===== src/rtl/cpu_pkg.sv =====
// Shared CPU definitions: condition codes, comparator flag bit positions and
// the branch-unit FSM encoding.
package cpu_pkg;

    typedef enum logic [2:0] {
        COND_ALWAYS = 3'd0,
        COND_EQ     = 3'd1,
        COND_NE     = 3'd2,
        COND_LT     = 3'd3,
        COND_GT     = 3'd4,
        COND_LE     = 3'd5,
        COND_GE     = 3'd6,
        COND_NEVER  = 3'd7
    } cond_e;

    localparam int FLAG_EQ = 0;
    localparam int FLAG_NE = 1;
    localparam int FLAG_LT = 2;
    localparam int FLAG_GT = 3;

    typedef enum logic {
        ST_RUN   = 1'b0,
        ST_FLUSH = 1'b1
    } bu_state_e;

endpackage


===== src/rtl/return_stack.sv =====
// LIFO of return addresses with registered full/empty flags.
// Pushes on full and pops on empty are ignored here; the caller flags them.
module return_stack #(
    parameter int WIDTH       = 16,
    parameter int STACK_DEPTH = 4
) (
    input  logic             clk,
    input  logic             reset,
    input  logic             push,
    input  logic             pop,
    input  logic [WIDTH-1:0] push_data,
    output logic [WIDTH-1:0] top_data,
    output logic             full,
    output logic             empty
);

    localparam int AW = $clog2(STACK_DEPTH);
    localparam int CW = $clog2(STACK_DEPTH + 1);

    logic [WIDTH-1:0] mem_q [STACK_DEPTH];
    logic [CW-1:0]    count_q, count_d, count_m1;
    logic             full_q, full_d, empty_q, empty_d;
    logic             do_push, do_pop;
    logic [AW-1:0]    wr_idx, rd_idx;

    assign do_push  = push && !full_q;
    assign do_pop   = pop && !empty_q;
    assign count_m1 = count_q - CW'(1);
    assign wr_idx   = count_q[AW-1:0];
    assign rd_idx   = count_m1[AW-1:0];
    assign top_data = mem_q[rd_idx];
    assign full     = full_q;
    assign empty    = empty_q;

    always_comb begin
        // NOTE: every always_comb output gets a default first so no path can infer a latch.
        count_d = count_q;
        if (do_push) begin
            count_d = count_q + CW'(1);
        end else if (do_pop) begin
            count_d = count_m1;
        end
        full_d  = (count_d == CW'(STACK_DEPTH));
        empty_d = (count_d == '0);
    end

    always_ff @(posedge clk) begin
        // NOTE: state registers use non-blocking assignments so all flops update together.
        if (reset) begin
            count_q <= '0;
            full_q  <= 1'b0;
            empty_q <= 1'b1;
        end else begin
            count_q <= count_d;
            full_q  <= full_d;
            empty_q <= empty_d;
        end
    end

    // NOTE: storage has no reset; count alone decides which entries are valid.
    always_ff @(posedge clk) begin
        if (do_push) begin
            mem_q[wr_idx] <= push_data;
        end
    end

endmodule


===== src/rtl/branch_unit.sv =====
// PC / conditional-transfer stage: evaluates a condition against the comparator
// flags and performs step, jump, call and return with a one-cycle flush.
module branch_unit
    import cpu_pkg::*;
#(
    parameter int               WIDTH       = 16,
    parameter int               STACK_DEPTH = 4,
    parameter logic [WIDTH-1:0] RESET_PC    = '0
) (
    input  logic             clk,
    input  logic             reset,
    input  logic             step,
    input  logic             branch,
    input  logic             call,
    input  logic             ret,
    input  logic [2:0]       cond,
    input  logic [WIDTH-1:0] target,
    input  logic [15:0]      flags,
    output logic [WIDTH-1:0] pc,
    output logic             taken,
    output logic             flush,
    output logic             stack_full,
    output logic             stack_empty,
    output logic             fault
);

    bu_state_e        state_q, state_d;
    logic [WIDTH-1:0] pc_q, pc_d, pc_inc;
    logic             taken_q, taken_d;
    logic             flush_q, flush_d;
    logic             fault_q, fault_d;
    logic             cond_true;
    logic             stk_push, stk_pop;
    logic [WIDTH-1:0] stk_top;
    logic             stk_full, stk_empty;
    logic             unused_flags;

    assign unused_flags = ^flags[15:4];
    assign pc_inc       = pc_q + WIDTH'(1);

    return_stack #(
        .WIDTH      (WIDTH),
        .STACK_DEPTH(STACK_DEPTH)
    ) u_stack (
        .clk      (clk),
        .reset    (reset),
        .push     (stk_push),
        .pop      (stk_pop),
        .push_data(pc_inc),
        .top_data (stk_top),
        .full     (stk_full),
        .empty    (stk_empty)
    );

    // Flags are already registered by the comparator, so they are used directly.
    always_comb begin
        cond_true = 1'b0;
        case (cond_e'(cond))
            COND_ALWAYS: cond_true = 1'b1;
            COND_EQ:     cond_true = flags[FLAG_EQ];
            COND_NE:     cond_true = flags[FLAG_NE];
            COND_LT:     cond_true = flags[FLAG_LT];
            COND_GT:     cond_true = flags[FLAG_GT];
            COND_LE:     cond_true = flags[FLAG_EQ] | flags[FLAG_LT];
            COND_GE:     cond_true = flags[FLAG_EQ] | flags[FLAG_GT];
            COND_NEVER:  cond_true = 1'b0;
            default:     cond_true = 1'b0;
        endcase
    end

    always_comb begin
        state_d  = state_q;
        pc_d     = pc_q;
        taken_d  = 1'b0;
        flush_d  = 1'b0;
        fault_d  = fault_q;
        stk_push = 1'b0;
        stk_pop  = 1'b0;
        if (state_q == ST_RUN) begin
            if (ret) begin
                if (cond_true && !stk_empty) begin
                    stk_pop = 1'b1;
                    pc_d    = stk_top;
                    taken_d = 1'b1;
                    flush_d = 1'b1;
                    state_d = ST_FLUSH;
                end else begin
                    pc_d    = pc_inc;
                    fault_d = fault_q | cond_true;
                end
            end else if (call) begin
                if (cond_true && !stk_full) begin
                    stk_push = 1'b1;
                    pc_d     = target;
                    taken_d  = 1'b1;
                    flush_d  = 1'b1;
                    state_d  = ST_FLUSH;
                end else begin
                    pc_d    = pc_inc;
                    fault_d = fault_q | cond_true;
                end
            end else if (branch) begin
                if (cond_true) begin
                    pc_d    = target;
                    taken_d = 1'b1;
                    flush_d = 1'b1;
                    state_d = ST_FLUSH;
                end else begin
                    pc_d = pc_inc;
                end
            end else if (step) begin
                pc_d = pc_inc;
            end
        end else begin
            state_d = ST_RUN;
        end
    end

    always_ff @(posedge clk) begin
        if (reset) begin
            state_q <= ST_RUN;
            pc_q    <= RESET_PC;
            taken_q <= 1'b0;
            flush_q <= 1'b0;
            fault_q <= 1'b0;
        end else begin
            state_q <= state_d;
            pc_q    <= pc_d;
            taken_q <= taken_d;
            flush_q <= flush_d;
            fault_q <= fault_d;
        end
    end

    assign pc          = pc_q;
    assign taken       = taken_q;
    assign flush       = flush_q;
    assign fault       = fault_q;
    assign stack_full  = stk_full;
    assign stack_empty = stk_empty;

endmodule


===== config.mk =====
export PLATFORM = sky130hd
export DESIGN_NAME = branch_unit
export DESIGN_NICKNAME = d
export VERILOG_FILES = /design/src/rtl/cpu_pkg.sv /design/src/rtl/return_stack.sv /design/src/rtl/branch_unit.sv
export SDC_FILE = /design/constraint.sdc
export NUM_CORES = 1
export LEC_CHECK = 0
export BUFFER_PORTS_ARGS = -buffer_cell sky130_fd_sc_hd__buf_2
export CORE_MARGIN = 2
export CORE_UTILIZATION = 35
export CTS_CLUSTER_DIAMETER = 60
export DETAILED_ROUTE_END_ITERATION = 8
export PLACE_DENSITY = 0.52
export SYNTH_ARGS = -nofsm -noshare
export SYNTH_HDL_FRONTEND = slang
export SYNTH_SLANG_ARGS = --single-unit

===== constraint.sdc =====
create_clock -name clk -period 8 [get_ports clk]
set_clock_uncertainty 0.15 [all_clocks]
set_input_delay 1.2 -clock clk [delete_from_list [all_inputs] [get_ports clk]]
set_output_delay 1.2 -clock clk [all_outputs]
set_load 0.01 [all_outputs]

======== Yosys cells after proc, flatten, opt, wreduce, memory -nomap -nowiden ========
Memory sizes are Yosys's and may differ from the RTL's.
Cells that the tools add are included.
W data, S select, Z words.
word-level totals
  flip-flop bits (word level) ............. 23
  memory bits (writable) .................. 64
  input port bits ......................... 41
  output and inout port bits .............. 21
  word-level logic and storage cells ...... 64
  memories kept ........................... 1
cells by class
  add/subtract/negate cells ............... 3
  equality and inequality tests ........... 10
  muxes and demuxes ....................... 27
  bitwise gates (word level) .............. 4
  reduce and logical (&&, ||, !) cells .... 13
memories
  memory         words  bits a word  read ports  clocked after Yosys merged registers in  write ports  RTL line            text
  u_stack.mem_q  4      16           1           0                                        1            return_stack.sv:20  logic [WIDTH-1:0] mem_q [STACK_DEPTH];
operators with widths
  cell                     number
  $mux W16                 7
  $mux W1                  17
  $add A16 B1 Y16 const B  1
  $eq A3 B3 Y1 const B     5
  $pmux W1 S8              1
  $eq A3 B2 Y1 const B     2
  $logic_not A3 Y1         2
  $mux W3                  2
  $logic_and A1 B1 Y1      4
  $ne A2 B2 Y1 const B     2
  $reduce_and A4 Y1        1
  $reduce_bool A4 Y1       1
  $add A3 B1 Y3 const B    1
  $eq A3 B1 Y1 const B     1
  $or A1 B1 Y1             3
  $sub A3 B1 Y3 const B    1
  $logic_not A1 Y1         2
  $reduce_and A2 Y1        1
  $reduce_bool A2 Y1       1
  $reduce_or A2 Y1         1
  $not A1 Y1               1

======== Depth between registers and ports, before layout ========
  depth after elaboration ................. 10
  depth in mapped cells ................... 10
  mapped depth without buffers ............ 7

======== Cells and area by module ========
A second synthesis with hierarchy kept.
second synthesis, totals
  cell total of the unflattened synthesis .. 306
  area, all modules ....................... 4202.8 um^2
by module, submodules not included
  module        instances  cells an instance  area an instance (um^2)  sequential area each (um^2)
  return_stack  1          117                2667.6                   2021.9
  branch_unit   1          189                1535.2                   360.3

======== Worst setup path before layout ========
No wires, ideal clock.
  kind .................................... input-to-reg
  start ................................... input port cond[1]
  end ..................................... memory u_stack.mem_q[0][0], enable pin
  library setup time ...................... 374 ps
  data arrival time ....................... 2499 ps
  required time ........................... 7476 ps
  path slack .............................. 4977 ps
  cell stages on the path ................. 4
  buffers on the path ..................... 0
  cells stage by stage .................... nor4b_1 or2_4 nor4_4 and3_1
between the ends
  word-level cells in the longest chain between the ends .. 10
  elaborated cells on any way between the ends .. 17
  classes of those cells .................. eq/ne: 7; mux: 7; reduce/logical: 3
ends and longest elaborated chain
  what                                  RTL line            text
  from (decl)                           branch_unit.sv:16   input logic [2:0] cond,
  $eq A3 B3 Y1 (tied with other cells)  branch_unit.sv:58   case (cond_e'(cond))
  $pmux W1 S8 (*)                       branch_unit.sv:58
  $logic_and A1 B1 Y1 (*)               branch_unit.sv:92   if (cond_true && !stk_full) begin
  $mux W1 (*)                           branch_unit.sv:92
  $mux W1 (*)                           branch_unit.sv:91   end else if (call) begin
  $mux W1 (*)                           branch_unit.sv:80   if (ret) begin
  $mux W1 (*)                           branch_unit.sv:79   if (state_q == ST_RUN) begin
  $logic_and A1 B1 Y1 (*)               return_stack.sv:26  assign do_push = push && !full_q;
  $mux W1 (*)                           return_stack.sv:62  if (do_push) begin
  $mux W1 (implied by the code) (*)     return_stack.sv:63  mem_q[wr_idx] <= push_data;
  to (decl)                             return_stack.sv:20
Mark *: on every way between the ends. The rest lies on a longest branch, timed or not.

======== Worst setup path in the final report ========
  start ................................... input port cond[1]
  end ..................................... memory u_stack.mem_q[0][11], enable pin
Same word-level chain as after synthesis.

==> flow_metrics.env <==
export IMPL_status="finished clean"
export IMPL_dp_hpwl_mm=6.23
export IMPL_maxSlewViolCount=0
export IMPL_clk_latency_ns=0.33
export IMPL_portBuffers=49
export IMPL_synthToLayoutAreaGrowth_pct=17.1
export IMPL_worstMarginPinSlew_ns=1.03
export IMPL_wl_mm=9.66
export IMPL_holdPathStages=2
export IMPL_dr_pass1_iters=4
export IMPL_ant_nets=0
export IMPL_grt_setup_unrepaired="false"
export IMPL_route_met2_wl_mm=4.63
export IMPL_maxSlewHeadroom=0.313
export IMPL_synth_cell_type_count=49
export IMPL_core_rowCount=38
export IMPL_ys_warn_count=0
export IMPL_overflow=0
export IMPL_io_pins=62
export IMPL_syn_area_um2=3970
export IMPL_dieWidth_um=110
export IMPL_die_y_um=110
export IMPL_place_gp_congestion=0.752
export IMPL_clock_fmax_mhz=299
export IMPL_synth_seq_cells=87
export IMPL_start_kind="input pin"
export IMPL_drt_iter0_markers=93
export IMPL_maxCapViolCount=0
export IMPL_synth_top_family_by_area="simple AND/OR/NAND/NOR gates"
export IMPL_track_usage=0.160
export IMPL_setup_ws_ns=4.65
export IMPL_synth_adder_area_share=0.0189
export IMPL_vias=2628
export IMPL_avgSynthCellArea_um2=13.7
export IMPL_reg2reg_slack_ns=4.94
export IMPL_grt_pass1_vias=2631
export IMPL_fin_tns_setup_ns=0
export IMPL_start_util=0.363
export IMPL_pre_cts_ws_ns=4.28
export IMPL_p_leak_nw=1.65
export IMPL_cts_buffers=9
export IMPL_drc=0
export IMPL_clockRootBuffer="clkbuf_16"
export IMPL_reg2reg_depth=7
export IMPL_met1Wirelength_mm=4.70
export IMPL_cts_tree="built"
export IMPL_nNetsFinal=386
export IMPL_setup_viol=0
export IMPL_wl_per_cell_um=20.0
export IMPL_diodes=0
export IMPL_synth_compound_area_frac=0.0999
export IMPL_crit_type="in2reg"
export IMPL_final_cell_mix="edfxtp_1 (64), buf_2 (49), dfxtp_1 (23)"
export IMPL_cts_hold_buffers_added=0
export IMPL_r2r_end="pc[6]"
export IMPL_fp_coreArea_um2=10900
export IMPL_top_layer="met4"
export IMPL_grt_max_degree=22
export IMPL_detail_route_vias_per_cell=5.43
export IMPL_muxShareOfSynthArea=0.105
export IMPL_yosys_area_share_simple=0.120
export IMPL_syn_instance_count=290
export IMPL_die_area_um2=12200
export IMPL_worstPathArrival_ns=3.15
export IMPL_crit_path_end_kind="register"
export IMPL_fin_util=0.425
export IMPL_postCtsSetupBuffers=0
export IMPL_timing_final_crit_share=0.419
export IMPL_hold_viol_final=0
export IMPL_syn_nets=337
export IMPL_powerDensity_nw_per_um2=260
export IMPL_clk_path_buf_depth=2
export IMPL_whs_ns=0.333
export IMPL_cp_required_ns=7.80
export IMPL_total_power_mw=1.21
export IMPL_timing_rr_start="u_stack.count_q[0]"
export IMPL_hp_class="reg2reg"
export IMPL_htree_levels=3
export IMPL_grt_pass1_wl_mm=15.1
export IMPL_synth_xor_area_share=0.0331
export IMPL_vdd_ir_drop_max_uv=109
export IMPL_antenna_found_initial=0
export IMPL_path_clk_slew_ns=0.06
export IMPL_min_from="fault"
export IMPL_drive_above_1_share=0.267
export IMPL_cts_sinks=87
export IMPL_layout_min_cycle_time_ns=3.35
export IMPL_hold_path_end="fault"
export IMPL_final_common_cell="edfxtp_1"
export IMPL_cts_resized=0
export IMPL_wl_met3_um=271
export IMPL_crit_fanout=16
export IMPL_ys_seq_area_frac=0.600
[cells by family after synthesis]
logic type	after synthesis
flops	87
simple gates	81
compound gates	59
buf+inv	21
mux	21
xor+xnor	15
fa+ha+maj	6
[worst max-delay path by stage]
stage	depth (start not counted)	end	start	slack, ns
floorplan	4	u_stack.mem_q[0][0]	cond[1]	4.98
global route	6	pc[0]	ret	4.53
CTS	5	u_stack.mem_q[0][11]	cond[1]	4.63
detailed placement	5	u_stack.mem_q[0][10]	cond[1]	4.28
finish	5	u_stack.mem_q[0][11]	cond[1]	4.65
global placement	5	u_stack.mem_q[1][10]	cond[1]	4.33
[metal layers]
layer,GRT usage,vias to the layer above
met1,0.217,1325
met3,0.0247,7
met2,0.269,62
met4,0.0425,0
li1,-,1234
met5,0,-
[sequential cells by signal (all words and copies together), names as in the netlist]
| signal | cells |
|---|---|
| u_stack.mem_q | 64 |
| pc | 16 |
| u_stack.count_q | 3 |
| fault | 1 |
| flush | 1 |
| u_stack.empty | 1 |
| u_stack.full | 1 |
[Yosys cell counts, drive strengths merged]
library cell	n	area (µm²)
nor2b	14	87.6
and4	2	17.5
o32ai	3	26.3
o21ai	15	75.1
dfxtp	23	460
nor4b	2	17.5
a21oi	14	70.1
a31o	2	17.5
nand2b	4	25.0
a211oi	1	7.51
xnor2	12	105
ha	6	75.1
nor4	2	27.5
a21o	1	7.51
a221oi	12	105
a31oi	4	25.0
or3	1	6.26
buf	5	27.5
a22oi	1	7.51
nand2	11	41.3
nor3	6	35.0
and3	6	37.5
inv	7	26.3
or4	2	18.8
or2	2	15.0
edfxtp	64	1920
a311oi	1	8.76
nand4	5	31.3
mux4	16	360
nand3b	1	7.51
nor2	15	63.8
o211ai	2	20.0
xor2	3	26.3
a32oi	2	17.5
nor3b	2	15.0
mux2i	2	20.0
a2111oi	1	8.76
clkbuf	9	33.8
and2	1	6.26
nand3	5	25.0
mux2	3	37.5
[power by group]
| group | total (mW) | switching (mW) | internal (mW) |
|---|---|---|---|
| clock | 0.412 | 0.165 | 0.247 |
| sequential | 0.558 | 0.0291 | 0.529 |
| combinational | 0.238 | 0.133 | 0.105 |
| total | 1.21 | 0.327 | 0.881 |
[worst max-delay path: stages]
cell and delay (ns):
buf_2 0.13, nor4b_1 0.16, or2_4 0.28, nor4_4 0.46
and3_1 0.92
[per-stage QoR]
stage / instance area, µm² / instances
3_3_place_gp: 4350 / 468
5_1_grt: 4650 / 484
2_1_floorplan: 3970 / 290
6_report: 4650 / 484
4_1_cts: 4650 / 484
3_5_place_dp: 4350 / 468
[cell type report]
| type | instances | area, µm² |
|---|---|---|
| tap | 140 | 175 |
| multi-input combinational | 182 | 1500 |
| clock buffer | 13 | 283 |
| clock inverter | 3 | 15.0 |
| inverter | 7 | 26.3 |
| sequential | 87 | 2380 |
| timing repair buffer | 52 | 268 |
| fill | 1048 | 6290 |
(Power assumes the default switching activity.)
